### config.mk
export PLATFORM = sky130hd
export DESIGN_NAME = traffic_phase_ctrl
export DESIGN_NICKNAME = d
export VERILOG_FILES = /design/src/rtl/traffic_pkg.sv /design/src/rtl/phase_timer.sv /design/src/rtl/traffic_phase_ctrl.sv
export SDC_FILE = /design/constraint.sdc
export NUM_CORES = 1
export LEC_CHECK = 0
export ABC_AREA = 0
export CAP_MARGIN = 20
export CORE_MARGIN = 3
export CORE_UTILIZATION = 53
export DETAILED_ROUTE_END_ITERATION = 10
export HOLD_SLACK_MARGIN = 0.02
export PLACE_DENSITY = 0.87
export SYNTH_ARGS = -nofsm -noshare
export SYNTH_HDL_FRONTEND = slang
export SYNTH_HIERARCHICAL = 1
export SYNTH_SLANG_ARGS = --single-unit
### constraint.sdc
create_clock -name clk -period 3.2 [get_ports clk]
set_clock_uncertainty 0.1 [all_clocks]
set_input_delay 0.48 -clock clk [delete_from_list [all_inputs] [get_ports clk]]
set_output_delay 0.48 -clock clk [all_outputs]
set_load 0.01 [all_outputs]
### src/rtl/traffic_pkg.sv
// Shared definitions for the traffic phase controllers: phase encoding and
// the legality rule for phase durations against a timer width.
package traffic_pkg;

  typedef enum logic [1:0] {
    ST_ALL_RED = 2'd0,
    ST_GREEN   = 2'd1,
    ST_YELLOW  = 2'd2,
    ST_FLASH   = 2'd3
  } phase_t;

  localparam int MIN_DURATION = 1;
  localparam int MAX_CNT_W    = 31;

  // A duration is loaded as DURATION-1, so it must be nonzero and fit the counter.
  function automatic bit duration_fits(int dur, int cnt_w);
    return (cnt_w >= 1) && (cnt_w <= MAX_CNT_W) && (dur >= MIN_DURATION) &&
           (longint'(dur) < (longint'(1) << cnt_w));
  endfunction

endpackage

### src/rtl/phase_timer.sv
// Loadable down-counter advanced by the tick strobe; expire flags a tick
// arriving while the count is already at zero.
module phase_timer #(
  parameter int               CNT_W   = 8,
  parameter logic [CNT_W-1:0] RST_VAL = '0
) (
  input  logic             clk,
  input  logic             reset,
  input  logic             tick,
  input  logic             load,
  input  logic [CNT_W-1:0] load_val,
  output logic             expire
);

  logic [CNT_W-1:0] count;

  always_ff @(posedge clk) begin
    if (reset) begin
      count <= RST_VAL;
    end else if (load) begin
      count <= load_val;
    end else if (tick && (count != '0)) begin
      count <= count - 1'b1;
    end
  end

  assign expire = tick && (count == '0);

endmodule

### src/rtl/traffic_phase_ctrl.sv
// Intersection phase sequencer: round-robin green service with rest-in-green,
// fixed yellow and all-red clearance, and a flashing-yellow override.
//
// state      | meaning
// -----------+-----------------------------------------------------------
// ST_ALL_RED | every direction red; clearance before choosing next owner
// ST_GREEN   | active_dir green; may rest here while it is the only demand
// ST_YELLOW  | active_dir yellow; completion pulses phase_done
// ST_FLASH   | all reds/greens off, all yellows blink on each tick
module traffic_phase_ctrl
  import traffic_pkg::*;
#(
  parameter int NUM_DIR      = 4,
  parameter int CNT_W        = 8,
  parameter int GREEN_TICKS  = 20,
  parameter int YELLOW_TICKS = 4,
  parameter int ALLRED_TICKS = 2,
  localparam int DIR_W       = $clog2(NUM_DIR)
) (
  input  logic               clk,
  input  logic               reset,
  input  logic               tick,
  input  logic [NUM_DIR-1:0] req,
  input  logic               flash_en,
  output logic [NUM_DIR-1:0] red,
  output logic [NUM_DIR-1:0] yellow,
  output logic [NUM_DIR-1:0] green,
  output logic [DIR_W-1:0]   active_dir,
  output logic               phase_done
);

  if (NUM_DIR < 2 || NUM_DIR > 8) begin : g_bad_num_dir
    $error("NUM_DIR must be in 2..8");
  end
  if (!duration_fits(GREEN_TICKS, CNT_W)) begin : g_bad_green
    $error("GREEN_TICKS must be in 1..2**CNT_W-1");
  end
  if (!duration_fits(YELLOW_TICKS, CNT_W)) begin : g_bad_yellow
    $error("YELLOW_TICKS must be in 1..2**CNT_W-1");
  end
  if (!duration_fits(ALLRED_TICKS, CNT_W)) begin : g_bad_allred
    $error("ALLRED_TICKS must be in 1..2**CNT_W-1");
  end

  localparam logic [CNT_W-1:0] GREEN_LOAD  = CNT_W'(GREEN_TICKS - 1);
  localparam logic [CNT_W-1:0] YELLOW_LOAD = CNT_W'(YELLOW_TICKS - 1);
  localparam logic [CNT_W-1:0] ALLRED_LOAD = CNT_W'(ALLRED_TICKS - 1);

  phase_t             state, state_next;
  logic [DIR_W-1:0]   dir_next, rr_pick, cand;
  logic               found;
  logic [NUM_DIR-1:0] own_mask;
  logic               rest_in_green;
  logic               done_next;
  logic               tgl_q, tgl_next;
  logic               timer_load, expire;
  logic [CNT_W-1:0]   timer_val;
  logic [NUM_DIR-1:0] red_next, yellow_next, green_next;

  phase_timer #(
    .CNT_W   (CNT_W),
    .RST_VAL (ALLRED_LOAD)
  ) u_timer (
    .clk      (clk),
    .reset    (reset),
    .tick     (tick),
    .load     (timer_load),
    .load_val (timer_val),
    .expire   (expire)
  );

  // First requesting direction after the current owner, wrapping to the owner itself.
  always_comb begin
    rr_pick = DIR_W'((int'(active_dir) + 1) % NUM_DIR);
    cand    = '0;
    found   = 1'b0;
    for (int i = 1; i <= NUM_DIR; i++) begin
      cand = DIR_W'((int'(active_dir) + i) % NUM_DIR);
      if (!found && req[cand]) begin
        rr_pick = cand;
        found   = 1'b1;
      end
    end
  end

  always_comb begin
    own_mask             = '0;
    own_mask[active_dir] = 1'b1;
    rest_in_green        = req[active_dir] && ((req & ~own_mask) == '0);
  end

  always_comb begin
    state_next = state;
    dir_next   = active_dir;
    done_next  = 1'b0;
    if (flash_en) begin
      state_next = ST_FLASH;
    end else if (state == ST_FLASH) begin
      state_next = ST_ALL_RED;
    end else if (expire) begin
      case (state)
        ST_ALL_RED: begin
          state_next = ST_GREEN;
          dir_next   = rr_pick;
        end
        ST_GREEN: begin
          if (!rest_in_green) state_next = ST_YELLOW;
        end
        ST_YELLOW: begin
          state_next = ST_ALL_RED;
          done_next  = 1'b1;
        end
        default: ;
      endcase
    end
  end

  always_comb begin
    timer_load = (state_next != state) && (state_next != ST_FLASH);
    case (state_next)
      ST_GREEN:  timer_val = GREEN_LOAD;
      ST_YELLOW: timer_val = YELLOW_LOAD;
      default:   timer_val = ALLRED_LOAD;
    endcase
  end

  // The blink phase starts from off on entry, so the entering tick lights it.
  assign tgl_next = (state_next == ST_FLASH) ?
                    (((state == ST_FLASH) ? tgl_q : 1'b0) ^ tick) : 1'b0;

  always_comb begin
    red_next    = '1;
    yellow_next = '0;
    green_next  = '0;
    case (state_next)
      ST_GREEN: begin
        green_next[dir_next] = 1'b1;
        red_next[dir_next]   = 1'b0;
      end
      ST_YELLOW: begin
        yellow_next[dir_next] = 1'b1;
        red_next[dir_next]    = 1'b0;
      end
      ST_FLASH: begin
        red_next    = '0;
        yellow_next = {NUM_DIR{tgl_next}};
      end
      default: ;
    endcase
  end

  always_ff @(posedge clk) begin
    if (reset) begin
      state      <= ST_ALL_RED;
      active_dir <= DIR_W'(NUM_DIR - 1);
      tgl_q      <= 1'b0;
      red        <= '1;
      yellow     <= '0;
      green      <= '0;
      phase_done <= 1'b0;
    end else begin
      state      <= state_next;
      active_dir <= dir_next;
      tgl_q      <= tgl_next;
      red        <= red_next;
      yellow     <= yellow_next;
      green      <= green_next;
      phase_done <= done_next;
    end
  end

endmodule

### After elaboration in Yosys (flattened, before gate mapping)

Cells that the tools add are included.
W data, S select, Z words.

* $add $sub $neg: 5
* equality and inequality tests: 8
* multiplexer cells: 37
* $lt $le $gt $ge: 8
* reductions and logical operators: 20
* bitwise operators: 6

Operators with widths (number)
* $mux W2: 11
* $lt A2 B3 Y1 const B: 6
* $mux W8: 2
* $pmux W4 S2: 2
* $mux W1: 13
* $bmux W1 S2: 5
* $pmux W5 S2: 1
* $logic_and A1 B1 Y1: 9
* $eq A2 B2 Y1 const B: 4
* $logic_not A8 Y1: 1
* $not A4 Y4: 2
* $reduce_bool A8 Y1: 1
* $sub A8 B1 Y8 const B: 1
* $pmux W2 S3: 1
* $add A2 B1 Y2 const B: 2
* $add A2 B2 Y2 const B: 2
* $and A4 B4 Y4: 1
* $demux W1 S2: 2
* $eq A2 B1 Y1 const B: 2
* $ge A2 B1 Y1 const B: 2
* $logic_not A4 Y1: 1
* $reduce_or A2 Y1: 2
* $reduce_or A4 Y1: 1
* $logic_not A1 Y1: 3
* 6 further kinds: 7

* register bits: 26
* bits of input ports: 8
* output and inout port bits: 15

### Longest topological paths before layout

* word-level depth: 23
* gate-level depth with buffers: 12
* gate-level depth less buffers: 12

### Hierarchy

Netlist, hierarchy kept.

By module, submodules not included
* traffic_phase_ctrl: area each 1012.2 um^2, cells each 102, instances 1
* phase_timer: area each 543.0 um^2, cells each 69, instances 1

### Worst setup path after synthesis

Ideal clock, no wire load.

* path type: reg-to-reg
* from: register u_timer.count[7]
* to: register green[1]
* stages on the path, launching flop included: 9
* period minus slack after synthesis: 2835 ps
* buffers on the path: 2
* slack: 365 ps
* setup time: 116 ps
* arrival time: 2618 ps
* cells stage by stage: dfxtp_1 or3_1 clkbuf_1 nor4_1 nor4b_1 o21ai_0 or3_1 buf_2 and3_2

* longest elaborated chain between the ends: 9
* elaborated cells between the ends (all ways): 16
* classes of those cells: order compare: 2; eq/ne: 1; mux: 8; bitwise: 1; reduce/logical: 4

Ends and longest elaborated chain
* from (decl): line phase_timer.sv:15 `logic [CNT_W-1:0] count;`
* from (signal assigned): line phase_timer.sv:21 `count <= load_val;`
* from (signal assigned): line phase_timer.sv:23 `count <= count - 1'b1;`
* $logic_not A8 Y1 (*): line phase_timer.sv:27 `assign expire = tick && (count == '0);`
* $logic_and A1 B1 Y1 (*): line phase_timer.sv:27
* via expire: line traffic_phase_ctrl.sv:56 `logic timer_load, expire;`
* $mux W2: line traffic_phase_ctrl.sv:100 `end else if (expire) begin`
* $mux W2: line traffic_phase_ctrl.sv:98 `end else if (state == ST_FLASH) begin`
* $mux W2: line traffic_phase_ctrl.sv:96 `if (flash_en) begin`
* $lt A2 B3 Y1 (not written as such) or $ge A2 B1 Y1 (tied branches): line traffic_phase_ctrl.sv:137 `green_next[dir_next] = 1'b1;`
* $logic_and A1 B1 Y1 (not written as such): line traffic_phase_ctrl.sv:137
* $mux W1 (not written as such): line traffic_phase_ctrl.sv:137
* $demux W1 S2: line traffic_phase_ctrl.sv:137
* to (signal assigned): line traffic_phase_ctrl.sv:167 `green <= green_next;`
* to (decl): line traffic_phase_ctrl.sv:27 `output logic [NUM_DIR-1:0] green,`

Mark *: on every way through the listed nets, which the timed path passes. The rest lies on a longest branch.
A chain may end at the register's enable or synchronous reset.

### Worst setup path after layout

* from: register u_timer.count[7]
* to: register red[1]

* longest elaborated chain between the ends: 11
* elaborated cells between the ends (all ways): 19
* classes of those cells: order compare: 2; eq/ne: 3; mux: 9; bitwise: 1; reduce/logical: 4

Ends and longest elaborated chain
* $logic_not A8 Y1 (*): line phase_timer.sv:27
* $logic_and A1 B1 Y1 (*): line phase_timer.sv:27
* via expire: line traffic_phase_ctrl.sv:56
* $mux W2: line traffic_phase_ctrl.sv:100
* $mux W2: line traffic_phase_ctrl.sv:98
* $mux W2: line traffic_phase_ctrl.sv:96
* $lt A2 B3 Y1 (not written as such) or $ge A2 B1 Y1 (tied branches): line traffic_phase_ctrl.sv:138, traffic_phase_ctrl.sv:142
* $logic_and A1 B1 Y1 (not written as such): line traffic_phase_ctrl.sv:138, traffic_phase_ctrl.sv:142
* $mux W1 (not written as such): line traffic_phase_ctrl.sv:138, traffic_phase_ctrl.sv:142
* $demux W1 S2: line traffic_phase_ctrl.sv:138, traffic_phase_ctrl.sv:142
* $not A4 Y4 (no source line)
* $pmux W4 S2 (*): line traffic_phase_ctrl.sv:135 `case (state_next)`
* to (signal assigned): line traffic_phase_ctrl.sv:165 `red <= red_next;`
* to (decl): line traffic_phase_ctrl.sv:25 `output logic [NUM_DIR-1:0] red,`

Marked as above.

==> flow_summary_export.csv <==
group,metric,value,unit
outcome,run_status,"completed",
power,swShare,32.5,%
power,power_frac_seq,43.3,%
power,p_sw,0.297,mW
critical_path,slowest_stage,"or3_1",
floorplanning,die_area,3620,sq um
place,dp.cells,227,
clock_network,clk_latency,0.33,ns
timing,max_freq,0.339,GHz
clock_network,cts_max_path_buffers,2,
synth,yosysTopAreaCell,"dfxtp_1",
synth,avgSynthCellArea,9.09,sq um
clock_network,cts_setup_buffers,0,
worst_hold_path,min_to,"u_timer/count[6]",
synth,synthTopCellsByArea,"dfxtp_1, ha_1, inv_1",
cells_and_area,diodes,0,
power,peakVddDrop,500,uV
detailed_routing,via_per_inst,6.12,
power,p_int,0.618,mW
clock_network,clk_pin_slew,0.14,ns
critical_path,crit_path_cell_trace,"or3_1 -> nor4_1 -> buf_4 -> nand2_1 -> a41o_1 -> a21oi_1 -> ha_1 -> inv_1 -> nor3b_1 -> a31oi_1",
detailed_routing,via_count,1413,
place,hpwl,2.68,mm
floorplanning,coreArea,2780,sq um
global_route,grt_max_degree,20,
timing,period_needed,2.95,ns
timing,relSlewSlack,55.1,%
synth,synthFlopType,"dfxtp_1",
cells_and_area,final_area,1880,sq um
power,leakage,0.779,nW
critical_path,worst_r2r_path_depth,10,
worst_hold_path,min_path_type,"register to register",
synth,ys_ff_latch,26,
detailed_routing,dr.pass1.iters,4,
global_route,antenna_found_initial,0,
detailed_routing,drt-initial-drc-count,58,
critical_path,reg2reg_slack,0.25,ns
timing,rsz0062_at_grt,"no",
global_route,grt_use_total,21.2,%
synth,ys_seq_area_share,33.5,%
cells_and_area,multi_input_area,932,sq um
power,powerDensity,486,nW/um^2
synth,syn_inst,171,
global_route,grt_pass1_vias,1306,
synth,synth.most_common_cell,"dfxtp_1",
cells_and_area,nFillCells,215,
global_route,grt_first_pass_wirelength,5.81,mm
floorplanning,die_w,60.2,um
place,place_ws,0.193,ns
run,maxCapViolations,0,
timing,tightest_slew,0.672,ns
critical_path,reg2reg_from,"u_timer/count[7]",
place,port_buffers,22,
power,clock_power_share,25.0,%
synth,synth_top_area_share,33.5,%
detailed_routing,drt-total-wl,3.52,mm
clock_network,cts-root-buf,"clkbuf_4",
detailed_routing,post_drt_wl_per_cell,15.2,um
detailed_routing,ant_nets,0,
place,place_area,1830,sq um
floorplanning,start_util,55.9,%
place,routabilityCongestion,0.892,
global_route,overflow,0,
timing,hold_viol_final,0,
cells_and_area,drive_above_1_share,9.50,%
cells_and_area,fin_util,67.7,%
floorplanning,ios,23,
floorplanning,fp.dieH,60.2,um
cells_and_area,syn_to_final_growth,21.2,%
cells_and_area,final_nets,217,
critical_path,arrival,3.06,ns
power,comb_power_share,31.7,%
detailed_routing,route.detailed.drc,0,
worst_hold_path,min_path_cells,2,
timing,report.final.slew_viol_count,0,
synth,async_flop_share,0,%
synth,ys_warn_count,6,
clock_network,cts_tree,"done",
clock_network,cts.sinks,26,
critical_path,cp.required,3.31,ns
critical_path,critPathKind,"register to register",
critical_path,cp-end-kind,"register",
cells_and_area,final-instance-count-excl-fill,231,
power,power,0.916,mW
critical_path,critical-path-max-stage-delay,0.50,ns
timing,postLayoutSetupSlackWorst,0.251,ns
cells_and_area,seq_area,520,sq um
floorplanning,rows,19,
clock_network,cts_resized,0,
clock_network,hold_buffers,0,
timing,hold_ws,0.429,ns
synth,synth_common_cells,"dfxtp_1, inv_1, nor2_1, ha_1, nand2b_1",
synth,synth_area,1560,sq um
timing,period_share,92.2,%
worst_hold_path,min-delay-start,"u_timer/count[6]",
synth,synth_edf_count,0,
synth,synth_cell_types,55,
critical_path,crit_fanout,8,
timing,final.setup.tns,0,ns
critical_path,reg2reg_to,"red[1]",
critical_path,start_kind,"register",
timing,setup_viol,0,
clock_network,htreeDepth,1,
clock_network,cts-buffers-inserted,3,
==> logic make-up after synthesis <==
family	synth area share, %
buffers and inverters	7.56
multiplexers	10.5
other	0.483
AND/OR/NAND/NOR	22.0
AO/OA/AOI/OAI	19.0
XOR/XNOR	0.563
adder cells (fa/ha/maj)	6.44
flip-flops	33.5
==> per-layer routing <==
layer	part of all wire (%)	wire length (um)	GRT usage [%]
met1	42	1490	26.7
met2	52	1810	36.3
met3	4.6	160	3.89
met4	1.6	56	6.65
met5	0	0	0
==> power by group through the flow <==
stage	Sequential, mW	Clock, mW	Combinational (mW)
floorplan	0.400	0	0.203
global placement	0.400	0	0.271
detailed placement	0.403	0	0.285
CTS	0.395	0.236	0.288
global route	0.401	0.244	0.319
finish	0.396	0.229	0.290
==> worst max-delay path by stage <==
stage,from,end,slack (ns),cells after the start
after floorplan,u_timer/count[7],green[1],0.37,8
after global placement,tick,green[3],0.25,9
after detailed placement,req[1],u_timer/count[0],0.19,8
after CTS,u_timer/count[7],red[1],0.32,10
after global routing,u_timer/count[7],green[3],0.05,8
final,u_timer/count[7],red[1],0.25,10
==> cell type report <==
type | count | share of cell area [%]
multi-input combinational | 122 | 49.5
sequential | 26 | 27.6
timing repair buffer | 28 | 14.1
inverter | 20 | 3.98
tap | 31 | 2.06
clock inverter | 1 | 1.59
clock buffer | 3 | 1.20
==> sequential cells by signal, summed over array words and instances (netlist names) <==
name / flops
active_dir: 2
green: 4
phase_done: 1
red: 4
state: 2
tgl_q: 1
u_timer/count: 8
yellow: 4
==> worst max-delay path: cells and delay by family, from the launching register on <==
kind | cells | cell delay, ns
fa+ha+maj | 1 | 0.21
simple gates | 4 | 1.31
flops | 1 | 0.36
buf+inv | 2 | 0.25
compound gates | 3 | 0.59
==> cell usage in the layout, fill, tap and decap left out, types with 3 or more instances in the layout <==
master and instances:
clkbuf_4 3, nand3b_1 3, nor2_1 12, clkdlybuf4s50_1 22
inv_1 20, ha_1 8, o21ai_0 4, nand2_1 5
nor4b_1 3, nor3_1 3, dfxtp_1 26, conb_1 6
a31oi_1 4, buf_4 6, a311oi_1 3, nand2b_1 8
or3_1 3, mux2i_1 4, o31ai_1 6, a21oi_1 5
Note: power is estimated with default switching activity, not from simulation.
